<file path="src/rtl/stream_out_serializer.sv">
// stream_out_serializer: per-channel FIFOs drained round-robin onto a narrow framed beat bus
module stream_out_serializer #(
    parameter int NUM_CH     = 4,
    parameter int DATA_W     = 32,
    parameter int OUT_W      = 4,
    parameter int FIFO_DEPTH = 16
) (
    input  logic                     ap_clk,
    input  logic                     ap_rst,
    input  logic [NUM_CH*DATA_W-1:0] ch_din,
    input  logic [NUM_CH-1:0]        ch_write,
    output logic [NUM_CH-1:0]        ch_full_n,
    output logic [OUT_W-1:0]         data_out,
    output logic                     data_valid,
    output logic                     probe_out,
    output logic [NUM_CH-1:0]        ovf_err
);
    localparam int BEATS = DATA_W / OUT_W;
    localparam int CW    = NUM_CH > 1 ? $clog2(NUM_CH) : 1;
    localparam int AW    = $clog2(FIFO_DEPTH);
    localparam int BW    = $clog2(BEATS + 1);

    typedef enum logic {IDLE, DATA} state_t;

    logic [DATA_W-1:0] mem [NUM_CH][FIFO_DEPTH];
    logic [AW-1:0]     wr_ptr [NUM_CH];
    logic [AW-1:0]     rd_ptr [NUM_CH];
    logic [AW:0]       count [NUM_CH];
    logic [NUM_CH-1:0] push, pop, ne;
    state_t            state;
    logic [CW-1:0]     rr, sel, idx, rr_nx;
    logic              avail, sending, take;
    logic [BW-1:0]     beat_cnt;
    logic [DATA_W-1:0] shreg, head;
    logic [OUT_W-1:0]  hdr, slice;

    // Full/empty flags come straight from the registered occupancy counts
    always_comb begin
        for (int c = 0; c < NUM_CH; c++) begin
            ch_full_n[c] = count[c] != (AW+1)'(FIFO_DEPTH);
            ne[c]        = count[c] != '0;
        end
    end

    assign push = ch_write & ch_full_n;

    // First non-empty channel at or after the round-robin pointer; lowest offset wins
    always_comb begin
        sel   = '0;
        avail = 1'b0;
        idx   = '0;
        for (int i = NUM_CH - 1; i >= 0; i--) begin
            idx = CW'((int'(rr) + i) % NUM_CH);
            if (ne[idx]) begin
                sel   = idx;
                avail = 1'b1;
            end
        end
    end

    // A new frame starts whenever no data beat is pending and some channel has a word
    always_comb begin
        sending = state == DATA && beat_cnt != BW'(BEATS);
        take    = !sending && avail;
        pop     = '0;
        if (take) pop[sel] = 1'b1;
    end

    assign head  = mem[sel][rd_ptr[sel]];
    assign hdr   = OUT_W'(sel);
    assign slice = shreg[DATA_W-1 -: OUT_W];
    assign rr_nx = sel == CW'(NUM_CH - 1) ? '0 : sel + 1'b1;

    // FIFO storage needs no reset; validity is tracked by the pointers and counts
    always_ff @(posedge ap_clk) begin
        for (int c = 0; c < NUM_CH; c++)
            if (push[c]) mem[c][wr_ptr[c]] <= ch_din[c*DATA_W +: DATA_W];
    end

    // Pointer/count bookkeeping and sticky overflow flags per channel
    always_ff @(posedge ap_clk or posedge ap_rst) begin
        if (ap_rst) begin
            for (int c = 0; c < NUM_CH; c++) begin
                wr_ptr[c] <= '0;
                rd_ptr[c] <= '0;
                count[c]  <= '0;
            end
            ovf_err <= '0;
        end else begin
            for (int c = 0; c < NUM_CH; c++) begin
                if (push[c]) wr_ptr[c] <= wr_ptr[c] + 1'b1;
                if (pop[c]) rd_ptr[c] <= rd_ptr[c] + 1'b1;
                if (push[c] != pop[c]) count[c] <= push[c] ? count[c] + 1'b1 : count[c] - 1'b1;
                if (ch_write[c] && !ch_full_n[c]) ovf_err[c] <= 1'b1;
            end
        end
    end

    // Frame FSM: header beat on pop, then MSB-first slices, chaining straight into the next frame
    always_ff @(posedge ap_clk or posedge ap_rst) begin
        if (ap_rst) begin
            state      <= IDLE;
            rr         <= '0;
            beat_cnt   <= '0;
            shreg      <= '0;
            data_out   <= '0;
            data_valid <= 1'b0;
            probe_out  <= 1'b0;
        end else if (sending) begin
            data_out   <= slice;
            shreg      <= shreg << OUT_W;
            beat_cnt   <= beat_cnt + 1'b1;
            data_valid <= 1'b1;
            probe_out  <= probe_out ^ (^slice);
        end else if (avail) begin
            state      <= DATA;
            rr         <= rr_nx;
            beat_cnt   <= '0;
            shreg      <= head;
            data_out   <= hdr;
            data_valid <= 1'b1;
            probe_out  <= probe_out ^ (^hdr);
        end else begin
            state      <= IDLE;
            data_out   <= '0;
            data_valid <= 1'b0;
        end
    end
endmodule

</file>
<file path="config.mk">
export PLATFORM = sky130hd
export DESIGN_NAME = stream_out_serializer
export DESIGN_NICKNAME = d
export VERILOG_FILES = /design/src/rtl/stream_out_serializer.sv
export SDC_FILE = /design/constraint.sdc
export NUM_CORES = 2
export LEC_CHECK = 0
export ABC_AREA = 1
export BUFFER_PORTS_ARGS = -buffer_cell sky130_fd_sc_hd__buf_2
export CAP_MARGIN = 20
export CORE_AREA = 2 2 510 512
export CTS_CLUSTER_SIZE = 30
export DETAILED_ROUTE_END_ITERATION = 12
export DIE_AREA = 0 0 512 514
export PLACE_DENSITY = 0.56
export SKIP_LAST_GASP = 1
export SLEW_MARGIN = 20
export SYNTH_ARGS = -nofsm -noshare
export SYNTH_HDL_FRONTEND = slang
export SYNTH_SLANG_ARGS = --single-unit
</file>
<file path="constraint.sdc">
create_clock -name ap_clk -period 11.36 [get_ports ap_clk]
set_clock_uncertainty 0.15 [all_clocks]
set_input_delay 2.272 -clock ap_clk [delete_from_list [all_inputs] [get_ports ap_clk]]
set_output_delay 2.272 -clock ap_clk [all_outputs]
set_load 0.02 [all_outputs]
</file>
Word-level counts from Yosys, hierarchy flattened --
Memory sizes are Yosys's and may differ from the RTL's. Cells that the tools add are included.
Word-level totals: memory bits (read-only) 0, memories kept 1, register bits after elaboration 101, bits in latches 0, memory bits (writable) 2048
Memories:
- mem | words 4, width 512, rd ports 1, clocked after Yosys merged registers in 0, wr ports 4, RTL line 25 | logic [DATA_W-1:0] mem [NUM_CH][FIFO_DEPTH];
Operators by class: reductions and logical operators 24, bitwise operators 10, mux-type cells 56, div/mod/pow operators 0, shift-type cells 0, add/subtract/negate cells 21, $mul 0, order comparisons 16, eq/ne operators 10
Operators by type and width (count):
- 2-to-1 mux 512 bit | 4
- demux 32 bit (select 4 bit) | 4
- 2-to-1 mux 32 bit | 8
- binary-select mux 32 bit (select 4 bit) | 1
- adder 4 x 1 -> 4 bit, second input constant | 9
- >= comparator 5 bit, second input constant | 5
- inverter 4 -> 5 bit | 5
- 2-to-1 mux 4 bit | 6
- adder 5 x 1 -> 5 bit, second input constant | 4
- less-than comparator 5 x 1 -> 1 bit, second input constant | 4
- 2-to-1 mux 5 bit | 4
- != test 5 bit, second input constant | 4
- nonzero test 5 bit | 4
- subtractor 5 x 1 -> 5 bit, second input constant | 4
- 2-to-1 mux 1 bit | 17
- less-than comparator 2 x 3 -> 1 bit, second input constant | 5
- 2-to-1 mux 2 bit | 6
- logical AND 1 bit | 11
- binary-select mux 1 bit (select 2 bit) | 4
- binary-select mux 4 bit (select 2 bit) | 1
- XOR reduction 4 bit | 2
- logical NOT 1 bit | 5
- adder 2 x 1 -> 2 bit, second input constant | 2
- adder 2 bit, second input constant | 2
- 12 further kinds | 16

Longest topological paths before layout --
depth in word-level cells 17, mapped depth 22, depth with buffers taken out 19

Worst setup path before layout --
Ideal clock, no wire load.
path type input-to-reg, start input ch_write[3], end memory mem[3][128] (netlist name), enable pin, arrival 4.715 ns, setup slack 6.034 ns, stages 2, buffers on the path 0, cells stage by stage nand2_1 -> nor3_1
RTL lines:
- from (decl) | RTL line 11 | input logic [NUM_CH-1:0] ch_write,
- to (decl) | RTL line 25

Worst setup path in the final report --
start register rr[0], end register shreg[23]
Between the ends: cells in the longest elaborated chain, start to end 17
Ends and longest elaborated chain:
- from (decl) | RTL line 31 | logic [CW-1:0] rr, sel, idx, rr_nx;
- from (signal assigned) | RTL line 117 | rr <= rr_nx;
- adder 2 bit | RTL line 53 | idx = CW'((int'(rr) + i) % NUM_CH);
- binary-select mux 1 bit (select 2 bit) | RTL line 54 | if (ne[idx]) begin
- 2-to-1 mux 1 bit (implied by the code) | RTL line 54
- 2-to-1 mux 2 bit (4 in series) | RTL line 54
- inverter 2 -> 3 bit (implied by the code) | RTL line 69 | assign head = mem[sel][rd_ptr[sel]];
- binary-select mux 4 bit (select 2 bit) | RTL line 69
- 2-to-1 mux 4 bit (implied by the code) (2 in series) | RTL line 69
- inverter 4 -> 5 bit (implied by the code) | RTL line 69
- binary-select mux 32 bit (select 4 bit) | RTL line 69
- 2-to-1 mux 32 bit (implied by the code) (2 in series) | RTL line 69
- 2-to-1 mux 32 bit | RTL line 115 | end else if (avail) begin
- 2-to-1 mux 32 bit | RTL line 109 | end else if (sending) begin
- to (signal assigned) | RTL line 111 | shreg <= shreg << OUT_W;
- to (decl) | RTL line 34 | logic [DATA_W-1:0] shreg, head;
Several ways; a longest one is shown, not always the timed one. The select of a mux whose other input is x is not followed. A chain may end at the register's enable or synchronous reset.

==> run metrics <==
clock latency on the worst-skew pair=880 ps; total grt overflow=0; crit-path cells=inv_4 -> nand4_1 -> nand3_2 -> nand2_2 -> nand2_2 -> nand2_2 -> nand2_8 -> nand2_8 -> buf_4 -> nand2_1 -> nand3_1 -> nand2_4 -> inv_6 -> buf_4 -> nand3_1 -> nand2_1 -> nand2_1 -> nand3_1 -> nand3_1 -> nand2_1; Met2 Wirelength=around 150 mm; main combinational cell family by area after synthesis=simple AND/OR/NAND/NOR gates; clk sink count=approximately 2.1k; RD Place Congestion=~0.83; number of global-route vias before repair=around 62k; placeable core area=258100 sq um; type of destination of the critical path=register; NumNets Final=~8.3k; status=complete, no violations; HPWL after DPL=between 150 and 200 mm; Rel. slew slack=around 18%; multiplexer area fraction after synthesis=0.06264%; Synth Area per Inst=11.10 sq um; met3 WL=36.54 mm; worst slew pin tran=1223 ps; routed wire length=approximately 330 mm; Routed Antenna Nets=0; Post-synth EDFFs=~2.0k; CTS Hold Bufs=0; Buf+Inv Stages, Crit Path=4; full die area=~260000 sq um; width of the die=between 500 and 600 microns; CP arrival=7500 ps; post-CTS sizing=0; Slowest Stage Delay on Critical Path=about 900 ps; Finished Cell Area=slightly above 100000 sq um; fillcell total=approximately 25k; initial antenna violation count=48; synthesized-area fraction occupied by adder cells=less than 1%; DRT iter0 DRCs=9138; WS Path Type=register to register; initial core utilization=about a third; simple-gate share of the synthesized area=22.96%; Area Growth Syn to Fin=12.78%; Root Driver=clkbuf_16; Crit Path Max Fanout=around 130; Max Root-Sink Buffers=3; wl on met1=131.9 mm; max-slew violations=0; number of remaining DRC errors=0; ys flop type=edfxtp_1; synthesized area=about 90000 sq um; Max Cap Viol=0; fin crit period=between 6000 and 7000 ps; drt wl/cell=28.43 microns; unrepaired setup endpoints after global routing=false; IO buf count=between 100 and 150; Yosys warning total=0; top layer in use=met5; Worst EP required=around 12000 ps; CTS tree=yes; cell family with most CP delay=simple AND/OR/NAND/NOR gates; largest net degree at the start of global routing=roughly 190; Finish-stage setup viols=0; Synth Area in XOR/XNOR=less than 1%; GRT Overall Usage=24.84%; Synth Area in Compound Gates=less than 1%; hold_ws=310.8 ps; TritonCTS Buffers=around 220; CP startpoint kind=register; io pins=about 150; Mapped Cells=a little over 8k; syn nets=8274; post-CTS setup buffer count=0; FMAX=146.2 MHz; 1st-pass router iterations=8; via count=~65k; Cell Area, Placed=94310 sq um; final hold violations=0; first-pass GRT wire length=468.2 mm; H-tree level count=4; row count=around 190; chip height=approximately 510 microns; Seq cells post-synth=between 2k and 2.5k; worst hold path class=register to register; Vias/cell=5.515; Final Cycle Share=between 60% and 70%; part of the Yosys area used for sequential elements=71.23%; r2r setup slk=~4500 ps; Slowest-stage cell, CP=nand2_8; Yosys cell types=38; Reg clk slew, reported paths=around 60 ps; total negative slack=0 ps; async set-reset flop share out of synthesis=between 4 and 5%; share of cells above drive strength 1=slightly above 8%
[synth_stat cells, types with 2 or more instances]
cell / instances / area, sq um
a31o_2: 4 / 35.03
buf_2: 355 / 1777
nand3_1: 1647 / 8243
edfxtp_1: 2048 / 61500
inv_1: 333 / 1250
ha_1: 38 / 475.5
dfrtp_1: 101 / 2527
nand4_1: 11 / 68.82
nand3_2: 2 / 20.02
mux2_2: 5 / 56.30
xor2_1: 28 / 245.2
o21ai_1: 30 / 150.1
nor4_1: 2 / 12.51
o21ai_0: 33 / 165.2
nand2_2: 7 / 43.79
xnor2_1: 18 / 157.7
nor3_1: 2 / 10.01
buf_4: 16 / 120.1
a21oi_1: 7 / 35.03
buf_1: 22 / 82.58
o211ai_1: 5 / 37.54
clkbuf_1: 87 / 326.6
nand2_1: 3135 / 11770
nor2_1: 117 / 439.2
fa_1: 4 / 80.08
o22ai_1: 24 / 150.1
inv_2: 6 / 22.52
[layout make-up]
| type | instances | area, sq um | share of cell area (%) |
|---|---|---|---|
| repair buffers | 280 | 1939 | 1.913 |
| clock inverters | 86 | 780.7 | 0.7701 |
| well taps | 3402 | 4257 | 4.199 |
| flip-flops and latches | 2149 | 64030 | 63.16 |
| clock buffers | 322 | 6177 | 6.093 |
| diodes | 21 | 52.55 | 0.05184 |
| multi-input cells | 5127 | 22850 | 22.54 |
| inverters | 341 | 1296 | 1.279 |
[registers in the layout, indices dropped and copies added (netlist names)]
signal	cells
beat_cnt	4
data_valid	1
wr_ptr	16
shreg	32
state	1
mem	2048
count	20
probe_out	1
ovf_err	4
rr	2
rd_ptr	16
data_out	4
[worst paths after layout]
check,end,from,cells after the start
max,shreg[23],rr[0],20
max reg2reg,shreg[23],rr[0],20
min in group asynchronous,data_out[3],ap_rst,2
min reg2reg,ovf_err[1],ovf_err[1],1
max in group asynchronous,beat_cnt[3],ap_rst,3
min,ovf_err[1],ovf_err[1],1
[cells in the final DEF (no fill, tap or decap), types with 11 or more instances in the layout]
cell type	instances
buf_2	147
buf_12	11
o22ai_1	24
clkbuf_8	14
nor2_4	62
dfrtp_1	101
inv_1	331
diode_2	21
edfxtp_1	2048
nand2_1	3130
clkinv_2	23
clkinv_1	41
buf_4	117
nor2_1	55
o21ai_0	33
bufinv_16	11
o21ai_1	30
ha_1	38
xnor2_1	18
clkbuf_1	81
xor2_1	28
nand3_1	1646
clkbuf_16	227
nand4_1	11
[stage by stage]
step | util [%] | setup WS (ps) | std cells
floorplan | - | 6034 | 8098
global placement | 36.51 | 4662 | 11290
detailed placement | 36.54 | 4627 | 11300
CTS | 39.24 | 4580 | 11710
global route | 39.28 | 4212 | 11730
finish | 39.28 | 4518 | 11730
[per-layer routing]
layer / vias up / GRT usage [%]
met3: 726 / 5.258
met1: 32220 / 33.44
li1: 27750 / -
met5: - / 0
met2: 3970 / 38.63
met4: 12 / 11.03
[cells by family after synthesis]
family / Yosys count
and+or+nand+nor: 4927
muxes: 5
buffers and inverters: 822
adders and majority gates: 42
DFF: 2149
xor gates and xnor gates: 47
AOI/OAI and AO/OA: 106
Power is not shown: default switching activity piles up to over one toggle a cycle in this logic, so the estimate is an artifact.
